File: config.mk
export PLATFORM = sky130hd
export DESIGN_NAME = interrupt_ctrl_flat
export DESIGN_NICKNAME = d
export VERILOG_FILES = /design/src/rtl/interrupt_ctrl_if.sv /design/src/rtl/interrupt_ctrl.sv /design/src/flat_wrapper.sv
export SDC_FILE = /design/constraint.sdc
export NUM_CORES = 1
export LEC_CHECK = 0
export BUFFER_PORTS_ARGS = -buffer_cell sky130_fd_sc_hd__clkbuf_2
export CORE_AREA = 5 5 42 44
export DETAILED_ROUTE_END_ITERATION = 10
export DIE_AREA = 0 0 47 49
export PLACE_DENSITY = 0.67
export SLEW_MARGIN = 20
export SYNTH_ARGS = -nofsm -noshare
export SYNTH_HDL_FRONTEND = slang
export SYNTH_SLANG_ARGS = --single-unit
File: constraint.sdc
create_clock -name clk -period 2 [get_ports clk]
set_input_delay 0.5 -clock clk [delete_from_list [all_inputs] [get_ports clk]]
set_output_delay 0.5 -clock clk [all_outputs]
set_load 0.05 [all_outputs]
File: src/rtl/interrupt_ctrl_if.sv
// Sequencer-side bundle for the interrupt controller.
// Instruction and accumulator keep the PDP-8 [0:11] bit numbering.
interface interrupt_ctrl_if;
  logic [4:0]  state;
  logic [0:11] instruction;
  logic [0:11] ac;
  logic        int_in_prog;
  logic [7:0]  dev_req;
  logic        int_ena;
  logic        int_inh;
  logic        int_req;
  logic        skip;
  logic        ie_bit;

  modport master (
    output state, instruction, ac,
    output int_in_prog, dev_req,
    input  int_ena, int_inh, int_req,
    input  skip, ie_bit
  );

  modport slave (
    input  state, instruction, ac,
    input  int_in_prog, dev_req,
    output int_ena, int_inh, int_req,
    output skip, ie_bit
  );
endinterface

File: src/rtl/interrupt_ctrl.sv
// PDP-8 style interrupt enable/inhibit/request control.
// Local IOTs act once per F3; ION/RTF enables land at the next F1.
module interrupt_ctrl (
  input  logic            clk,
  input  logic            reset,
  interrupt_ctrl_if.slave bus
);

  localparam logic [4:0] F1 = 5'd1;
  localparam logic [4:0] F3 = 5'd3;
  localparam logic [4:0] E0 = 5'd4;

  logic       ion_pend;
  logic       done;
  logic       f3;
  logic       loc;
  logic [2:0] op;
  logic       ion, iof, skon;
  logic       srq, rtf, caf;
  logic       cif, jmp, grant;

  assign op  = bus.instruction[9:11];
  assign f3  = (bus.state == F3) && !done;
  assign loc = bus.instruction[0:8] == 9'o600;

  always_comb begin
    ion  = 1'b0;
    iof  = 1'b0;
    skon = 1'b0;
    srq  = 1'b0;
    rtf  = 1'b0;
    caf  = 1'b0;
    if (f3 && loc) begin
      unique case (op)
        3'o0:    skon = 1'b1;
        3'o1:    ion  = 1'b1;
        3'o2:    iof  = 1'b1;
        3'o3:    srq  = 1'b1;
        3'o5:    rtf  = 1'b1;
        3'o7:    caf  = 1'b1;
        default: ;
      endcase
    end
  end

  // CIF/CDI family: 62x2, 62x3, 62x4
  assign cif = f3
    && (bus.instruction[0:5] == 6'o62)
    && (op inside {3'o2, 3'o3, 3'o4});

  assign jmp = (bus.state == F1)
    && (bus.instruction[0:1] == 2'b10);

  assign grant = (bus.state == E0)
    && bus.int_in_prog;

  assign bus.skip = !reset
    && ((skon && bus.int_ena)
     || (srq && bus.int_req));

  assign bus.ie_bit = bus.int_ena;

  always_ff @(posedge clk) begin
    if (reset) begin
      bus.int_ena <= 1'b0;
      bus.int_inh <= 1'b0;
      bus.int_req <= 1'b0;
      ion_pend    <= 1'b0;
      done        <= 1'b0;
    end else begin
      done        <= bus.state == F3;
      bus.int_req <= |bus.dev_req;
      if (grant) begin
        bus.int_ena <= 1'b0;
        ion_pend    <= 1'b0;
      end else if (iof || skon || caf) begin
        bus.int_ena <= 1'b0;
        ion_pend    <= 1'b0;
      end else if (ion || (rtf && bus.ac[2])) begin
        ion_pend    <= 1'b1;
      end else if (bus.state == F1 && ion_pend) begin
        bus.int_ena <= 1'b1;
        ion_pend    <= 1'b0;
      end
      if (caf)
        bus.int_inh <= 1'b0;
      else if (cif)
        bus.int_inh <= 1'b1;
      else if (jmp)
        bus.int_inh <= 1'b0;
    end
  end

endmodule

File: src/flat_wrapper.sv
// flat-port wrapper written by rule: the top's interface ports become plain ports
module interrupt_ctrl_flat 
  (clk, reset, bus_state, bus_instruction, bus_ac, bus_int_in_prog, bus_dev_req, bus_int_ena, bus_int_inh, bus_int_req, bus_skip, bus_ie_bit);
  interrupt_ctrl_if bus_i ();
  input  logic clk;
  input  logic reset;
  input wire logic [$bits(bus_i.state)-1:0] bus_state;
  input wire logic [$bits(bus_i.instruction)-1:0] bus_instruction;
  input wire logic [$bits(bus_i.ac)-1:0] bus_ac;
  input wire logic [$bits(bus_i.int_in_prog)-1:0] bus_int_in_prog;
  input wire logic [$bits(bus_i.dev_req)-1:0] bus_dev_req;
  output wire logic [$bits(bus_i.int_ena)-1:0] bus_int_ena;
  output wire logic [$bits(bus_i.int_inh)-1:0] bus_int_inh;
  output wire logic [$bits(bus_i.int_req)-1:0] bus_int_req;
  output wire logic [$bits(bus_i.skip)-1:0] bus_skip;
  output wire logic [$bits(bus_i.ie_bit)-1:0] bus_ie_bit;
  assign bus_i.state = bus_state;
  assign bus_i.instruction = bus_instruction;
  assign bus_i.ac = bus_ac;
  assign bus_i.int_in_prog = bus_int_in_prog;
  assign bus_i.dev_req = bus_dev_req;
  assign bus_int_ena = bus_i.int_ena;
  assign bus_int_inh = bus_i.int_inh;
  assign bus_int_req = bus_i.int_req;
  assign bus_skip = bus_i.skip;
  assign bus_ie_bit = bus_i.ie_bit;
  interrupt_ctrl u_core (.clk(clk), .reset(reset), .bus(bus_i));
endmodule
# After elaboration in Yosys (flattened, before gate mapping)
# Index checks and enable logic that the tools add are counted.
dict set report totals {
  ff_bits 5
  inputBits 40
  output_inout_bits 5
  wordCells 59
}
dict set report classes {
  n_eq_ne 12
  muxes 16
  bitwise 1
  n_reduce_logical 25
}
# cell count
set ops {}
lappend ops {{2-to-1 mux 1 bit} 16}
lappend ops {{logical AND 1 bit} 11}
lappend ops {{equality test 3 bit (second input constant)} 3}
lappend ops {{equality test 9 bit (second input constant)} 1}
lappend ops {{OR reduction 8 bit} 1}
lappend ops {{equality test 3 x 2 -> 1 bit (second input constant)} 2}
lappend ops {{equality test 6 bit (second input constant)} 1}
lappend ops {{equality test 5 x 1 -> 1 bit (second input constant)} 1}
lappend ops {{equality test 5 x 2 -> 1 bit (second input constant)} 1}
lappend ops {{equality test 5 x 3 -> 1 bit (second input constant)} 1}
lappend ops {{logical OR 1 bit} 4}
lappend ops {{nonzero test 2 bit} 2}
lappend ops {{equality test 3 x 1 -> 1 bit (second input constant)} 1}
lappend ops {{zero test 3 bit} 1}
lappend ops {{nonzero test 3 bit} 1}
lappend ops {{OR reduction 3 bit} 1}
lappend ops {{equality test 2 bit (second input constant)} 1}
lappend ops {{zero test 1 bit} 2}
lappend ops {{AND reduction 2 bit} 1}
lappend ops {{OR reduction 2 bit} 1}
lappend ops {{NOT 1 bit} 1}

# Depth between registers and ports, before layout
dict set report logic_depth {
  word_depth 8
  mapped_depth 4
  ltp_nobuf 4
}

# Worst setup path before layout
# Ideal clock, no wire load.
dict set report synth_timing {
  path_type {input port to output port}
  startpoint {in bus_instruction[4]}
  endpoint {out bus_skip}
  arrival_time_ns 3.327
  t_required_ns 1.500
  setup_slack_ns -1.827
  cell_stages 3
  path_buffers 0
  cell_sequence {nor4_2 > nand4_2 > a2111oi_0}
}
dict set report synth_between {
  elab_chain_cells 6
  word_cells_on_any_way 8
  classes_between {eq/ne: 1; mux: 2; reduce/logical: 5}
}
# element line
set synth_rtl {}
lappend synth_rtl {{from (decl)} flat_wrapper.sv:8} ;# input wire logic [$bits(bus_i.instruction)-1:0] bus_instruction;
lappend synth_rtl {{equality test 9 bit (*)} interrupt_ctrl.sv:24} ;# assign loc = bus.instruction[0:8] == 9'o600;
lappend synth_rtl {{logical AND 1 bit (*)} interrupt_ctrl.sv:33} ;# if (f3 && loc) begin
lappend synth_rtl {{2-to-1 mux 1 bit} interrupt_ctrl.sv:33}
lappend synth_rtl {{logical AND 1 bit (on tied branches)} {interrupt_ctrl.sv:58, interrupt_ctrl.sv:59}}
lappend synth_rtl {{logical OR 1 bit (*)} interrupt_ctrl.sv:59} ;# || (srq && bus.int_req));
lappend synth_rtl {{logical AND 1 bit (*)} interrupt_ctrl.sv:58} ;# && ((skon && bus.int_ena)
lappend synth_rtl {{to (decl)} flat_wrapper.sv:15} ;# output wire logic [$bits(bus_i.skip)-1:0] bus_skip;
# Mark *: on every way between the ends. The rest lies on a longest branch, timed or not.

# Worst setup path after layout
# Same ends and word-level chain as after synthesis.

==> run_results.csv <==
group,metric,value,unit
grt,first_global_vias,487,
clock_network,cts_tree,"yes",
drt,drt-initial-drc-count,3,
placement,final_wtd_congestion,0.7565,
logic_synthesis,synth_warnings,0,
drt,drt-vias-per-instance,5.063,
logic_synthesis,ys_seq_elements,5,
logic_synthesis,postSynthNetCount,80,
outcome,failed_checks,"setup timing",
floorplanning,die-area,2303,µm²
setup_path,worst_setup_start_kind,"input pin",
drt,via_count,481,
pwr,p_sw,0.08572,mW
sta,achievable-frequency,0.4911,GHz
outcome,status,"finished with violations",
drt,firstDrtPassIters,6,
clock_network,postCtsSetupBuffers,0,
setup_path,critPathRequiredTime,1.50,ns
sta,final.period_utilization,1.018,
clock_network,post_cts_resize_count,0,
pwr,fin_total_pwr,0.2963,mW
sta,worst_rel_slew_slack,0.7935,
setup_path,timing_worst_setup_path_type,"input pin to primary output",
logic_synthesis,portion_of_the_post_synthesis_area_used_by_sequential_elements,0.2857,
sta,worst_clock_skew,0.002084,ns
sta,worst_pin_slew,0.3098,ns
pwr,power.leakage,0.2773,nW
sta,fin_crit,2.036,ns
floorplanning,design.core.area,1401,µm²
layout,area_growth,77.14,%
layout,antenna-diode-count,0,
layout,finalCoreUtilization,0.4429,
clock_network,cts_root_buffer,"clkbuf_4",
clock_network,clkSlewWorstSetupHoldPaths,0.04,ns
logic_synthesis,syn_area,350.3,µm²
pwr,power.internal,0.2106,mW
sta,report.final.slew_viol_count,0,
floorplanning,die_y,49,µm
floorplanning,die_width,47,µm
placement,port-buffer-count,33,
pwr,power.density,477.5,nW/µm²
sta,final.setup.worst_slack,-0.03619,ns
pwr,clock_power_share,0.431,
grt,grt_start_max_net_pins,6,
grt,tot_gr_track_use,0.1207,
grt,antenna_found_initial,0,
sta,setup_viol_count_final,1,
sta,rsz0062_at_grt,"true",
pwr,switching_share,0.2893,
pwr,pwr-share-seq,0.344,
setup_path,critPathSlowestCell,"nor4_4",
floorplanning,top_level_ports,45,
min_path,worst_hold_path_type,"register to register",
setup_path,timing.critical_path.cells,"clkbuf_2 -> nor4_4 -> nand4_2 -> a2111oi_4 -> buf_12",
drt,routed_wirelength,1.161,mm
placement,place_hpwl,1.023,mm
setup_path,critPathMaxFanout,2,
job,cap_viol_max_count,0,
floorplanning,core.rowCount,14,
logic_synthesis,synth_largest_type_area_fraction,0.2857,
clock_network,max-clock-path-buffers,2,
clock_network,clock_sinks,5,
drt,antenna_violating_nets_post_route,0,
layout,final_layout_size_suffix_gt1_frac,0.5696,
setup_path,worst_path_largest_cell_delay,0.29,ns
setup_path,critPathArrivalTime,1.54,ns
floorplanning,initial_utilization,0.2500,
grt,grt_first_pass_wirelength,1.959,mm
logic_synthesis,post_synth_inst_count,40,
layout,multi_input_combinational_cell_area,270.3,µm²
logic_synthesis,synth.area.top_cells,"dfxtp_1 29%, nor2_1 6.4%, nor4_4 6.1%, nor3b_4 5.4%, nand4_2 3.6%",
pwr,ir_worst_vdd,0.0002535,V
drt,wl_cell,12.22,µm
layout,seqCellArea,101.3,µm²
logic_synthesis,synth_cell_types,25,
grt,grt_overflow,0,
clock_network,insertion_delay,0.26,ns
layout,final_stage_net_count,120,
setup_path,end_kind,"primary output",
drt,remaining_drc_errors,0,
layout,fillers,148,
pwr,comb_power_share,0.225,
logic_synthesis,post_synth.cell_area_avg,8.758,µm²
clock_network,clock_tree.htree_level_count,1,
clock_network,cts-buffers-inserted,3,
logic_synthesis,cell_type_contributing_the_most_total_cell_area_after_synthesis,"dfxtp_1",
clock_network,ctsHoldBuffers,0,
sta,final_hold_viol_count,0,
## registers in the layout, summed over array words and instances, names as in the netlist
name,cells
u_core.bus.ie_bit,1
u_core.bus.int_inh,1
u_core.done,1
u_core.bus.int_req,1
u_core.ion_pend,1
## worst paths after layout
kind	startpoint	endpoint	slack, ns	cells after the start
max reg2reg	u_core.done$_SDFF_PP0_	u_core.ion_pend$_SDFFE_PP0P_	0.35	5
min	u_core.ion_pend$_SDFFE_PP0P_	u_core.ion_pend$_SDFFE_PP0P_	0.46	2
max	bus_instruction[4]	bus_skip	-0.04	5
min reg2reg	u_core.ion_pend$_SDFFE_PP0P_	u_core.ion_pend$_SDFFE_PP0P_	0.46	2
## logic make-up (layout without fill, tap and decap cells)
kind of cell | Yosys count | count (layout) | share of synthesized area
and+or+nand+nor | 24 | 24 | 0.4965
buffers and inverters | 1 | 40 | 0.02144
DFF | 5 | 5 | 0.2857
AOI/OAI and AO/OA | 9 | 9 | 0.1679
muxes | 1 | 1 | 0.02857
## cell usage in the layout, fill, tap and decap left out, drive strengths merged
cell type,count
or4b,1
nor2b,1
o21a,1
dfxtp,5
nor4,4
a31oi,1
mux2i,1
buf,4
nand3,2
nor2,6
and4b,1
nand2b,1
a2111oi,1
nand2,3
a21oi,2
nand4,2
a211oi,1
o21ai,2
or3,1
nand3b,1
clkbuf,36
a41oi,1
nor3b,1
## layout make-up
class                      instances  area share
sequential                         5      0.1633
timing repair buffer              36      0.3266
tap                               16     0.03226
clock buffer                       4     0.04234
multi-input combinational         34      0.4355
## per-stage QoR
step | hold WS, ns | std cells | worst slack (ns) | TNS [ns] | cell area [µm²]
2_1_floorplan | 0.4320 | 40 | -0.06457 | -0.06457 | 379.1
3_3_place_gp | 0.4467 | 91 | -0.01708 | -0.01708 | 594.3
3_5_place_dp | 0.4624 | 91 | -0.04207 | -0.04207 | 594.3
4_1_cts | 0.4684 | 95 | -0.04270 | -0.04270 | 620.6
5_1_grt | 0.4909 | 95 | -0.1034 | -0.1034 | 620.6
6_report | 0.4605 | 95 | -0.03619 | -0.03619 | 620.6
## layer usage
metal,part of all wire,GRT usage
met1,0.33,0.1239
met2,0.53,0.1810
met3,0.12,0.07380
met4,0.027,0.06912
met5,0,0
## Yosys cell counts
cell and instances:
nand4_1 1, a2111oi_0 1, or4b_1 1, nand3_1 2, nor2b_1 1, nor3b_4 1
buf_4 1, nand2b_1 1, nor2_1 6, nand3b_1 1, o21ai_0 2, a211oi_1 1
o21a_1 1, a21oi_1 2, and4b_1 1, nor4_4 1, or3_1 1, mux2i_1 1
a31oi_1 1, a41oi_1 1, nor4_2 1, nand2_1 3, dfxtp_1 5, nor4_1 2
nand4_2 1
## worst max-delay path, delay by kind of cell
family | cells | cell delay, ns
buf+inv | 2 | 0.29
compound gates | 1 | 0.27
simple gates | 2 | 0.47
## power groups by stage
stage / combinational [mW] / sequential [mW] / clock, mW
2_1_floorplan: 0.0172 / 0.108 / 0
3_3_place_gp: 0.0649 / 0.104 / 0
3_5_place_dp: 0.0671 / 0.104 / 0
4_1_cts: 0.0672 / 0.102 / 0.132
5_1_grt: 0.0739 / 0.102 / 0.141
6_report: 0.0666 / 0.102 / 0.128
Note: power is estimated with default switching activity, not from simulation.
